==> config.mk <==
export PLATFORM = sky130hd
export DESIGN_NAME = serial_mag_comparator
export DESIGN_NICKNAME = d
export VERILOG_FILES = /design/src/rtl/serial_cmp_pkg.sv /design/src/rtl/comparator.sv /design/src/rtl/serial_mag_comparator.sv
export SDC_FILE = /design/constraint.sdc
export NUM_CORES = 1
export LEC_CHECK = 0
export BUFFER_PORTS_ARGS = -buffer_cell sky130_fd_sc_hd__buf_2
export CAP_MARGIN = 40
export CORE_MARGIN = 4
export CORE_UTILIZATION = 30
export DETAILED_ROUTE_END_ITERATION = 16
export GPL_TIMING_DRIVEN = 0
export RECOVER_POWER = 100
export SLEW_MARGIN = 20
export SYNTH_ARGS = -nofsm -noshare
export SYNTH_HDL_FRONTEND = slang
export SYNTH_SLANG_ARGS = --single-unit
==> constraint.sdc <==
create_clock -name clk -period 3.9 [get_ports clk]
set_clock_uncertainty 0.1 [all_clocks]
set_input_delay 0.585 -clock clk [delete_from_list [all_inputs] [get_ports clk]]
set_output_delay 0.585 -clock clk [all_outputs]
set_load 0.01 [all_outputs]
==> src/rtl/serial_cmp_pkg.sv <==
// Shared types and helpers for the bit-serial magnitude comparator.
package serial_cmp_pkg;

  typedef enum logic [1:0] {
    IDLE = 2'd0,
    SCAN = 2'd1,
    DONE = 2'd2
  } cmp_state_t;

  // Bit index counter width for a WIDTH-bit scan.
  function automatic int idx_width(input int width);
    return $clog2(width);
  endfunction

endpackage

==> src/rtl/comparator.sv <==
// 1-bit magnitude comparator cell; purely combinational.
module comparator (
  input  logic A,
  input  logic B,
  output logic A_greater_B,
  output logic A_equal_B,
  output logic A_lesser_B
);

  assign A_greater_B = A & ~B;
  assign A_equal_B   = ~(A ^ B);
  assign A_lesser_B  = ~A & B;

endmodule

==> src/rtl/serial_mag_comparator.sv <==
// Bit-serial unsigned magnitude comparator: scans MSB first through one
// 1-bit cell and stops at the first differing bit.
module serial_mag_comparator
  import serial_cmp_pkg::*;
#(
  parameter int WIDTH = 8
) (
  input  logic             clk,
  input  logic             rst_n,
  input  logic             start,
  input  logic [WIDTH-1:0] A,
  input  logic [WIDTH-1:0] B,
  output logic             ready,
  output logic             busy,
  output logic             done,
  output logic             A_greater_B,
  output logic             A_equal_B,
  output logic             A_lesser_B
);

  localparam int IDX_W = idx_width(WIDTH);

  cmp_state_t       state_r;
  logic [WIDTH-1:0] a_sh_r;
  logic [WIDTH-1:0] b_sh_r;
  logic [IDX_W-1:0] idx_r;
  logic             cell_gt_s;
  logic             cell_eq_s;
  logic             cell_lt_s;

  comparator u_cell (
    .A           (a_sh_r[WIDTH-1]),
    .B           (b_sh_r[WIDTH-1]),
    .A_greater_B (cell_gt_s),
    .A_equal_B   (cell_eq_s),
    .A_lesser_B  (cell_lt_s)
  );

  // Control FSM with shift registers, bit index and registered status/result outputs.
  always_ff @(posedge clk or negedge rst_n) begin
    if (!rst_n) begin
      state_r     <= IDLE;
      a_sh_r      <= {WIDTH{1'b0}};
      b_sh_r      <= {WIDTH{1'b0}};
      idx_r       <= {IDX_W{1'b0}};
      ready       <= 1'b1;
      busy        <= 1'b0;
      done        <= 1'b0;
      A_greater_B <= 1'b0;
      A_equal_B   <= 1'b0;
      A_lesser_B  <= 1'b0;
    end else begin
      case (state_r)
        IDLE: begin
          if (start) begin
            state_r     <= SCAN;
            a_sh_r      <= A;
            b_sh_r      <= B;
            idx_r       <= IDX_W'(WIDTH - 1);
            ready       <= 1'b0;
            busy        <= 1'b1;
            A_greater_B <= 1'b0;
            A_equal_B   <= 1'b0;
            A_lesser_B  <= 1'b0;
          end else begin
            state_r <= IDLE;
          end
        end
        SCAN: begin
          if (!cell_eq_s) begin
            state_r     <= DONE;
            busy        <= 1'b0;
            done        <= 1'b1;
            A_greater_B <= cell_gt_s;
            A_lesser_B  <= cell_lt_s;
          end else if (idx_r == {IDX_W{1'b0}}) begin
            state_r   <= DONE;
            busy      <= 1'b0;
            done      <= 1'b1;
            A_equal_B <= 1'b1;
          end else begin
            // Exit at idx==0 above guarantees this decrement never wraps.
            a_sh_r <= {a_sh_r[WIDTH-2:0], 1'b0};
            b_sh_r <= {b_sh_r[WIDTH-2:0], 1'b0};
            idx_r  <= idx_r - IDX_W'(1);
          end
        end
        DONE: begin
          state_r <= IDLE;
          done    <= 1'b0;
          ready   <= 1'b1;
        end
        default: begin
          state_r     <= IDLE;
          ready       <= 1'b1;
          busy        <= 1'b0;
          done        <= 1'b0;
          A_greater_B <= 1'b0;
          A_equal_B   <= 1'b0;
          A_lesser_B  <= 1'b0;
        end
      endcase
    end
  end

endmodule

==> impl_summary.md <==
Logic synthesis
Synthesis produced 155 cells. The total of flip-flops plus latches after synthesis is 27. Of the synthesized area, sequential elements account for 41.6%. Dividing the synthesized area by the synthesized cell count gives 10.5 µm². The mapped netlist covers 1630 µm². By count the netlist is led by sky130_fd_sc_hd__dfrtp_1, sky130_fd_sc_hd__inv_1, sky130_fd_sc_hd__a311oi_1. Summed over all instances, the cell type with the most area after synthesis is sky130_fd_sc_hd__dfrtp_1.

The count of flip-flops with a built-in enable after synthesis is 0. The count of yosys warnings during synthesis is 0. The count of cell types in the netlist is 36. The most repeated cell in the gate-level netlist after synthesis is sky130_fd_sc_hd__dfrtp_1. Counting every net in the synthesized netlist gives 178. After synthesis, the cell types taking the most area are sky130_fd_sc_hd__dfrtp_1, sky130_fd_sc_hd__a311oi_1, sky130_fd_sc_hd__a211oi_2, sky130_fd_sc_hd__nor2_4, sky130_fd_sc_hd__inv_1. The most used flip-flop cell after synthesis is sky130_fd_sc_hd__dfrtp_1.

Of all flip-flops after synthesis, the portion carrying an async set or reset was 100%. Summed over its instances, the top area cell type makes up 40.0% of the synthesized netlist area.

Critical path
The worst-path cell with the longest stage delay is sky130_fd_sc_hd__nor3_1. The worst register-to-register path has a depth of 6. The worst setup path is launched from a register. Tracing the worst setup path back leads to its startpoint at b_sh_r[7]. The launching point of the worst reg2reg path is b_sh_r[7]. Walking the worst path, the cells encountered are inv_1 -> ha_1 -> inv_1 -> nor3_1 -> clkbuf_1 -> a211oi_1. The cell that appears most often on the critical path is sky130_fd_sc_hd__inv_1. STA puts the critical path data required time at 3.93 ns. On the worst path, the slowest cell contributes a delay of 0.52 ns. The largest fanout of any net on the critical path is 10.

In this run the number of cells on the critical path is 6. On the critical path the largest part of the delay comes from buffers and inverters. The data arrival time of the critical path is 2.34 ns. The classification of the worst setup path is register to register. The number of buffers and inverters on the critical path is 3.

STA classifies the critical path endpoint as a register.

Power and ir drop
The combinational share of power is 52.7%. The worst-case IR drop observed on VDD is 0.000390 V. Per report_power, the sequential group accounts for 35.7% of the total. The cell-internal power is 774 µW. The clock network burns 11.7% of the power. For this design the ratio of total power to cell area is 758 nW/µm². Summed over all nets, the switching power comes to 598 µW.

Of the total power, the share spent switching nets is 43.6%. The standby leakage power is 0.782 nW.

Cells and area
The total inserted antenna cells is 0. The post-route netlist has 23.6% of its cells at a drive strength greater than 1. The number of nets in the finished design is 206. The post-synthesis to final-layout area growth is 11.3%.

STA
Based on the critical path, the design can be clocked at up to 0.433 GHz. The total count of max-transition violations in the final report was 28. The post-route worst setup slack is 1.59 ns. The number of hold violations in the final report is 0.

The actual transition at the worst max-transition pin is 1.51 ns. Dividing the final minimum period by the clock period gives 59.2%. The worst pin sits at a relative slew slack of -0.711%.

The setup-violating endpoint count in the final report is 0. After routing, the total negative slack on setup checks comes to 0 ns. Setup repair after global routing left no endpoint under its margin. The routed design could run at a clock period as short as 2.31 ns.

Clocking
The clock root buffer master is sky130_fd_sc_hd__clkbuf_8. The number of buffers on the longest clock path is 2. TritonCTS built the clock tree. The insertion delay to the later sink of the worst-skew pair is 0.27 ns. The hold buffer count at cts is 0. Post-CTS timing repair inserted 0 buffers for setup. The post-CTS clock slew at the launch and capture registers of the worst setup and hold paths is 0.09 ns.

The level count of the clock H-tree is 1. The post-cts repair resize count is 0. The total clock sinks is 27. The number of buffers added by the clock tree synthesis step is 3.

Placed design
At the placement stage, the worst setup path has a slack of 2.00 ns. Routability-driven placement finished with a final weighted congestion of 0.750. The number of port buffers is 23. The detailed-placement wirelength estimate is 2.45 mm.

Worst hold path
The worst hold path startpoint is ready. The number of stages on the worst hold path is 1. The path class of the lowest-slack min-delay path is register to register.

Floorplanning
In this run the horizontal extent of the chip is 81.6 µm. The height of the die is 81.6 µm. For this design the top-level I/O count stands at 25. Once the floorplan was initialized, standard cells occupied 31.4% of the core.

The floorplan step defined a core boundary enclosing 5170 µm². The area enclosed by the die boundary is 6660 µm². The floorplan has 26 rows.

Global routing
Global routing consumed, over all layers together, 11.1% of the routing resources. The number of global-route vias before repair is 1255. The aggregate global routing overflow is 0. The wire length of the first global-routing pass is 5.88 mm.

The initial antenna violation count is 0. Entering global routing, the biggest net connects 28 pins.

Detailed routing
The routed length per instance is 13.4 µm. The total wire length after detailed routing is 3.37 mm. The detailed-route via count is 1213.

The DRC violation count after routing is 0. The first routing iteration left 65 violations. The post-route antenna net violation count is 0.

Using the TritonRoute via totals, the vias-per-cell ratio works out to 4.81. The count of TritonRoute iterations in the first routing pass is 4.

Run
The number of violations of the max-capacitance limit is 1.

Status
The final reports fail on max-capacitance violations, max-slew violations. The run finished, with violations left.
## path summary, 6_finish.rpt
kind	endpoint	slack, ns
setup / recovery	b_sh_r[6]	1.59
hold / removal	ready	0.42
setup reg to reg	b_sh_r[6]	1.59
hold reg to reg	ready	0.42
max in group asynchronous	A_greater_B	2.26
min in group asynchronous	a_sh_r[5]	0.56
## cells in the final DEF (no fill, tap or decap), drive strengths merged, types with 2 or more instances in the layout
| cell | count |
|---|---|
| nor2 | 16 |
| nand3 | 2 |
| o32ai | 2 |
| buf | 23 |
| nor3b | 3 |
| mux2i | 2 |
| a21oi | 7 |
| nor2b | 2 |
| ha | 4 |
| nand3b | 2 |
| a31oi | 2 |
| o22ai | 2 |
| clkbuf | 17 |
| o221ai | 2 |
| inv | 21 |
| a211oi | 14 |
| a311oi | 15 |
| nand2b | 5 |
| nand2 | 6 |
| nor3 | 2 |
| dfrtp | 26 |
## metrics by stage
step	std cells	utilization (%)	hold WS, ns	power [mW]	cell area [µm²]
finish	252	35.0	0.416	1.37	1810
global route	252	35.0	0.431	1.50	1810
CTS	252	36.2	0.243	1.46	1870
detailed placement	248	35.4	0.404	1.29	1830
global placement	248	35.4	0.401	1.29	1830
floorplan	155	-	0.189	1.11	1630
## power groups by stage
stage	sequential [mW]	combinational (mW)	clock, mW
after CTS	0.490	0.802	0.167
after global routing	0.506	0.825	0.174
final	0.489	0.723	0.160
after global placement	0.495	0.791	0
after detailed placement	0.495	0.797	0
after floorplan	0.488	0.619	0
## layer usage
layer / routed length [µm] / vias to the layer above / GRT usage (%)
met5: 0 / - / 0
met2: 1510 / 18 / 17.5
li1: - / 609 / -
met3: 144 / 2 / 2.74
met1: 1690 / 584 / 15.6
met4: 32 / 0 / 1.99
## final cells by class
class	instances	area, µm²
fill	553	3360
timing repair buffer	23	106
inverter	21	78.8
sequential	27	677
tap	70	87.6
clock buffer	4	45.0
buffer	13	77.6
multi-input combinational	94	738
## state kept, by name (all words and copies together) (netlist names)
register and count:
a_sh_r 8, b_sh_r 8, idx_r 3, state_r 2
A_equal_B 1, A_greater_B 1, A_lesser_B 1, busy 1
done 1, ready 1
## logic make-up after synthesis
logic type	synth area share, %
AOI/OAI and AO/OA	25.4
adders and majority gates	3.08
buffers and inverters	10.5
DFF	41.6
muxes	1.23
and+or+nand+nor	18.2
No activity file was read; power rests on OpenSTA's default activity.
